`config.mk`:
```
export PLATFORM = sky130hd
export DESIGN_NAME = conv_acc_relu
export DESIGN_NICKNAME = d
export VERILOG_FILES = /design/src/rtl/conv_pkg.sv /design/src/rtl/relu_requant.sv /design/src/rtl/conv_acc_relu.sv
export SDC_FILE = /design/constraint.sdc
export NUM_CORES = 1
export LEC_CHECK = 0
export CORE_ASPECT_RATIO = 1.2
export CORE_UTILIZATION = 60
export DETAILED_ROUTE_END_ITERATION = 16
export PLACE_DENSITY = 0.87
export SYNTH_ARGS = -nofsm -noshare
export SYNTH_HDL_FRONTEND = slang
export SYNTH_SLANG_ARGS = --single-unit
```
`constraint.sdc`:
```
create_clock -name iclk -period 7.2 [get_ports iclk]
set_input_delay 2.16 -clock iclk [delete_from_list [all_inputs] [get_ports iclk]]
set_output_delay 2.16 -clock iclk [all_outputs]
set_load 0.1 [all_outputs]
```
`src/rtl/conv_pkg.sv`:
```
// Shared types and saturation limits for the convolution accumulate/ReLU datapath.
package conv_pkg;

   typedef enum logic [1:0] {ACC, BIAS, QUANT, HOLD} state_t;

   localparam int unsigned SHIFT_W = 5;

   // Signed limits of a w-bit accumulator, evaluated at elaboration time.
   function automatic longint sat_hi(input int unsigned w);
      return (64'sd1 <<< (w - 1)) - 64'sd1;
   endfunction

   function automatic longint sat_lo(input int unsigned w);
      return -(64'sd1 <<< (w - 1));
   endfunction

endpackage

```
`src/rtl/relu_requant.sv`:
```
// Combinational requantisation: arithmetic right shift, ReLU, clamp to unsigned pDATA_W.
module relu_requant
   import conv_pkg::*;
#(
   parameter int unsigned pDATA_W = 8,
   parameter int unsigned pACC_W  = 32
) (
   input  logic [pACC_W-1:0]  acc,
   input  logic [SHIFT_W-1:0] shift,
   output logic [pDATA_W-1:0] data_c,
   output logic               clip_c
);

   localparam logic signed [pACC_W-1:0] OUT_MAX = pACC_W'((64'd1 << pDATA_W) - 64'd1);

   logic signed [pACC_W-1:0] shifted;

   always_comb begin
      shifted = $signed(acc) >>> shift;
      data_c  = '0;
      clip_c  = 1'b0;
      if (shifted[pACC_W-1]) begin
         data_c = '0;
      end else if (shifted > OUT_MAX) begin
         data_c = '1;
         clip_c = 1'b1;
      end else begin
         data_c = shifted[pDATA_W-1:0];
      end
   end

endmodule

```
`src/rtl/conv_acc_relu.sv`:
```
// Accumulates pCH_NUM partial sums, adds bias with rounding, requantises through ReLU
// and holds the activation until downstream accepts it.
module conv_acc_relu
   import conv_pkg::*;
#(
   parameter int unsigned pDATA_W = 8,
   parameter int unsigned pCH_NUM = 16,
   parameter int unsigned pACC_W  = 32
) (
   input  logic                 iclk,
   input  logic                 irst,
   input  logic                 iclear,
   input  logic                 ivalid,
   output logic                 iready,
   input  logic [2*pDATA_W-1:0] idata,
   input  logic [pACC_W-1:0]    ibias,
   input  logic [SHIFT_W-1:0]   ishift,
   output logic                 ovalid,
   input  logic                 oready,
   output logic [pDATA_W-1:0]   odata,
   output logic                 oclip
);

   localparam int unsigned CNT_W = (pCH_NUM > 1) ? $clog2(pCH_NUM) : 1;
   localparam int unsigned SUM_W = pACC_W + 2;
   localparam logic signed [SUM_W-1:0] SAT_HI   = SUM_W'(sat_hi(pACC_W));
   localparam logic signed [SUM_W-1:0] SAT_LO   = SUM_W'(sat_lo(pACC_W));
   localparam logic [CNT_W-1:0]        CNT_LAST = CNT_W'(pCH_NUM - 1);

   state_t                    state, state_next;
   logic signed [pACC_W-1:0]  acc, acc_next;
   logic signed [pACC_W-1:0]  bias_q, bias_next;
   logic [SHIFT_W-1:0]        shift_q, shift_next;
   logic [CNT_W-1:0]          cnt, cnt_next;
   logic                      ovalid_next, oclip_next, iready_next;
   logic [pDATA_W-1:0]        odata_next;
   logic                      beat;
   logic signed [SUM_W-1:0]   rnd, sum_beat, sum_bias;
   logic [pDATA_W-1:0]        rq_data_c;
   logic                      rq_clip_c;

   function automatic logic signed [pACC_W-1:0] sat(input logic signed [SUM_W-1:0] v);
      if (v > SAT_HI)      return SAT_HI[pACC_W-1:0];
      else if (v < SAT_LO) return SAT_LO[pACC_W-1:0];
      else                 return v[pACC_W-1:0];
   endfunction

   relu_requant #(
      .pDATA_W (pDATA_W),
      .pACC_W  (pACC_W)
   ) u_relu_requant (
      .acc    (acc),
      .shift  (shift_q),
      .data_c (rq_data_c),
      .clip_c (rq_clip_c)
   );

   // Next-state and datapath; iclear overrides everything after the case.
   always_comb begin
      state_next  = state;
      acc_next    = acc;
      cnt_next    = cnt;
      bias_next   = bias_q;
      shift_next  = shift_q;
      ovalid_next = ovalid;
      odata_next  = odata;
      oclip_next  = oclip;
      beat        = ivalid && iready && !iclear;
      rnd         = (shift_q != '0) ? (SUM_W'(1) <<< (shift_q - SHIFT_W'(1))) : '0;
      sum_beat    = SUM_W'(acc) + SUM_W'($signed(idata));
      sum_bias    = SUM_W'(acc) + SUM_W'(bias_q) + rnd;

      case (state)
         ACC: begin
            if (beat) begin
               if (cnt == '0) begin
                  acc_next   = pACC_W'($signed(idata));
                  bias_next  = $signed(ibias);
                  shift_next = ishift;
               end else begin
                  acc_next = sat(sum_beat);
               end
               if (cnt == CNT_LAST) begin
                  cnt_next   = '0;
                  state_next = BIAS;
               end else begin
                  cnt_next = cnt + CNT_W'(1);
               end
            end
         end
         BIAS: begin
            acc_next   = sat(sum_bias);
            state_next = QUANT;
         end
         QUANT: begin
            odata_next  = rq_data_c;
            oclip_next  = rq_clip_c;
            ovalid_next = 1'b1;
            state_next  = HOLD;
         end
         HOLD: begin
            if (oready) begin
               ovalid_next = 1'b0;
               state_next  = ACC;
            end
         end
         default: state_next = ACC;
      endcase

      if (iclear) begin
         state_next  = ACC;
         cnt_next    = '0;
         acc_next    = '0;
         ovalid_next = 1'b0;
         oclip_next  = 1'b0;
      end

      iready_next = (state_next == ACC);
   end

   always_ff @(posedge iclk or posedge irst) begin
      if (irst) begin
         state   <= ACC;
         acc     <= '0;
         cnt     <= '0;
         bias_q  <= '0;
         shift_q <= '0;
         ovalid  <= 1'b0;
         odata   <= '0;
         oclip   <= 1'b0;
         iready  <= 1'b1;
      end else begin
         state   <= state_next;
         acc     <= acc_next;
         cnt     <= cnt_next;
         bias_q  <= bias_next;
         shift_q <= shift_next;
         ovalid  <= ovalid_next;
         odata   <= odata_next;
         oclip   <= oclip_next;
         iready  <= iready_next;
      end
   end

endmodule

```
==> results.json <==
{
  "fin_nets": 1322,
  "core-area_um2": 15700,
  "numCtsBuffers": 9,
  "setup.worst_path.end": "acc[29]",
  "worstSetupStartpoint": "idata[15]",
  "dp.final_hpwl_mm": 21.03,
  "drive_gt1_share_pct": 10.11,
  "io_pins": 69,
  "grt_overflow": 0,
  "cp_slowest_stage_delay_ps": 850,
  "drt-wirelength-per-cell_um": 19.84,
  "rsz0062_at_grt": "false",
  "row_count": 50,
  "clockBufferDepth": 2,
  "pwr-share-comb_pct": 64.5,
  "syn_inst": 1137,
  "tns_ps": 0,
  "layout_commonest_cell": "nand2_1",
  "worstReg2RegEnd": "acc[23]",
  "gp_congestion": 0.9536,
  "worstSetupStartpointType": "primary input",
  "die_y_um": 141.5,
  "cts_hold_buffers": 0,
  "rrSetupSlack_ps": 1520,
  "initial_utilization_pct": 61.94,
  "intPower_mw": 1.768,
  "final_core_util_pct": 68.74,
  "worst_r2r_startpoint": "shift_q[0]",
  "slew_headroom_pct": 28.16,
  "fin_skew_ps": 7.992,
  "ys_seq_elements": 86,
  "cts-resized-gates": 0,
  "pwr-share-clk_pct": 14.3,
  "finalMaxSlewViolations": 0,
  "htreeDepth": 3,
  "ant_nets": 0,
  "synth_edf_count": 0,
  "drt-vias-per-instance": 6.591,
  "fillerInstances": 1285,
  "async_flop_share_pct": 100.0,
  "grt_max_degree": 68,
  "hold_viol_final": 0,
  "hp-class": "reg -> reg",
  "powerDensity_nw_per_um2": 326.6,
  "critPathMaxFanout": 16,
  "cap_viol_max_count": 0,
  "crit_required_ps": 7450,
  "portBuffers": 68,
  "worstPathCellList": "clkdlybuf4s50_1 -> ha_1 -> a21oi_1 -> o21ai_0 -> nand2_1 -> o211ai_1 -> a311oi_1 -> o21ai_2 -> mux2i_2 -> buf_4 -> nor2b_1 -> buf_4 -> a21oi_1 -> o31ai_1",
  "rr_worst_depth": 18,
  "arrival_ps": 6030,
  "period_minus_slack_ps": 5775,
  "crit_slowest_cell": "clkdlybuf4s50_1",
  "layout_common_cells": "nand2_1, a21oi_1, nor2_1",
  "tightest_slew_ps": 1078,
  "grt_pass1_wl_mm": 44.29,
  "diodes": 0,
  "dieArea_um2": 16720,
  "max_freq_mhz": 173.2,
  "drc_errors": 0,
  "synth.distinct_cells": 78,
  "grt_pass1_vias": 8831,
  "post-route-period-util_pct": 80.20,
  "firstDrtPassIters": 5,
  "worst-setup-path-type": "in -> reg",
  "crit_path_end_kind": "flip-flop",
  "status": "complete, no violations",
  "grt.total_usage_pct": 33.56,
  "ys_seq_area_share_pct": 22.14,
  "syn_to_final_growth_pct": 10.99,
  "antenna_found_initial": 0,
  "avgSynthCellArea_um2": 8.554,
  "synth_ff_type": "dfrtp_1",
  "p_sw_mw": 1.757,
  "post_cts_buffers": 0,
  "vdd.ir_drop.worst_v": 0.0001734,
  "synthesis.area_um2": 9726,
  "cts_tree": "done",
  "cts.clk_slew.worst_paths_ps": 70,
  "finalWirelength_mm": 27.29,
  "die_w_um": 118.2,
  "route.vias.total": 9062,
  "sequentialPowerShare_pct": 21.2,
  "clk_latency_ps": 360,
  "p_leak_nw": 4.655,
  "finalSetupViolCount": 0,
  "cts_root_buf": "clkbuf_16",
  "sw_frac_of_total_pct": 49.85,
  "drtIter0Drc": 778,
  "ys.warnings.count": 0,
  "cts_sinks": 86
}
-- how the worst min path moves through the flow --
stage                     startpoint         to  slack [ps]  depth (start not counted)
after global placement     bias_q[1]  bias_q[1]         490                          1
final                      bias_q[1]  bias_q[1]         510                          1
after CTS                  bias_q[1]  bias_q[1]         510                          1
after detailed placement   bias_q[1]  bias_q[1]         500                          1
after global routing       bias_q[1]  bias_q[1]         530                          1
after floorplan            bias_q[1]  bias_q[1]         480                          1
-- area by class of cell --
type                    count  area [um2]  area share, %
clock buffers              13       260.3          2.411
inverters                  33       125.1          1.159
clock inverters             3       43.79         0.4057
multi-input cells         949        7157          66.30
repair buffers             83       793.3          7.349
flip-flops and latches     86        2155          19.96
well taps                 208       260.3          2.411
-- through the flow --
| step | worst slack [ps] | area, um2 | instances | total power, mW | hold slack [ps] |
|---|---|---|---|---|---|
| after CTS | 1517 | 10790 | 1375 | 3.489 | 514.0 |
| after global placement | 1312 | 10490 | 1359 | 2.921 | 490.2 |
| final | 1425 | 10790 | 1375 | 3.525 | 511.2 |
| after global routing | 1190 | 10790 | 1375 | 3.764 | 527.3 |
| after detailed placement | 1188 | 10490 | 1359 | 2.973 | 498.5 |
| after floorplan | 1893 | 9729 | 1138 | 2.471 | 479.4 |
-- cells by family (layout without fill, tap and decap cells) --
family,Yosys count,after routing,share of synthesized area (%)
AO/OA/AOI/OAI,378,378,25.24
XOR/XNOR,53,53,4.773
adder cells (fa/ha/maj),103,103,15.93
buffers and inverters,103,132,4.387
flip-flops,86,86,22.14
multiplexers,106,106,12.99
other,1,2,0.03856
AND/OR/NAND/NOR,307,307,14.50
-- worst max-delay path, delay by kind of cell --
kind	cells	cell delay (ps)
multiplexers	1	190
adder cells (fa/ha/maj)	1	400
AO/OA/AOI/OAI	7	1650
buffers and inverters	3	1330
AND/OR/NAND/NOR	2	280
-- flip-flops by register name, summed over array words and instances, names as in the netlist --
signal,cells
shift_q,5
bias_q,32
ovalid,1
cnt,4
odata,8
acc,32
state,2
oclip,1
iready,1
-- Yosys cell counts, types with 4 or more instances --
| library cell | number | area share (%) |
|---|---|---|
| o211ai_1 | 8 | 0.62 |
| clkbuf_1 | 45 | 1.7 |
| nor2_1 | 89 | 3.4 |
| and2_1 | 5 | 0.32 |
| buf_4 | 4 | 0.31 |
| fa_1 | 35 | 7.2 |
| nand4_1 | 12 | 0.77 |
| nor2b_1 | 8 | 0.51 |
| inv_1 | 32 | 1.2 |
| buf_1 | 6 | 0.23 |
| a211o_1 | 7 | 0.63 |
| a311oi_1 | 5 | 0.45 |
| ha_1 | 67 | 8.6 |
| o21bai_1 | 7 | 0.54 |
| o21a_1 | 13 | 1.0 |
| a21oi_1 | 114 | 5.9 |
| xor2_1 | 17 | 1.5 |
| nand2b_1 | 13 | 0.84 |
| dfrtp_1 | 85 | 22 |
| buf_2 | 13 | 0.67 |
| xnor2_1 | 36 | 3.2 |
| a21o_1 | 28 | 2.2 |
| nand3b_1 | 4 | 0.31 |
| mux2_2 | 49 | 5.7 |
| nand2_1 | 121 | 4.7 |
| a22oi_1 | 6 | 0.46 |
| mux4_2 | 11 | 2.5 |
| a31oi_1 | 11 | 0.71 |
| nor3_1 | 13 | 0.67 |
| o21ai_0 | 68 | 3.5 |
| nand3_1 | 11 | 0.57 |
| o31ai_1 | 32 | 2.5 |
| a211oi_1 | 36 | 2.8 |
| or3_1 | 6 | 0.39 |
| mux2i_1 | 45 | 4.6 |
| nor4_1 | 4 | 0.26 |
-- power groups by stage --
stage / Combinational, mW / Clock [mW] / Sequential, mW
floorplan: 1.62 / 0 / 0.852
global placement: 2.18 / 0 / 0.746
detailed placement: 2.22 / 0 / 0.754
CTS: 2.24 / 0.505 / 0.744
global route: 2.47 / 0.525 / 0.767
finish: 2.27 / 0.505 / 0.747
-- metal layers --
metal  global-route usage [%]  vias to the layer above  share of wire [%]
met5                        0                        -                  0
met4                    16.13                        0                4.1
met3                    5.225                       80                7.7
met2                    56.25                      414                 48
met1                    42.44                     4331                 40
li1                         -                     4237                  -
(Power assumes the default switching activity.)
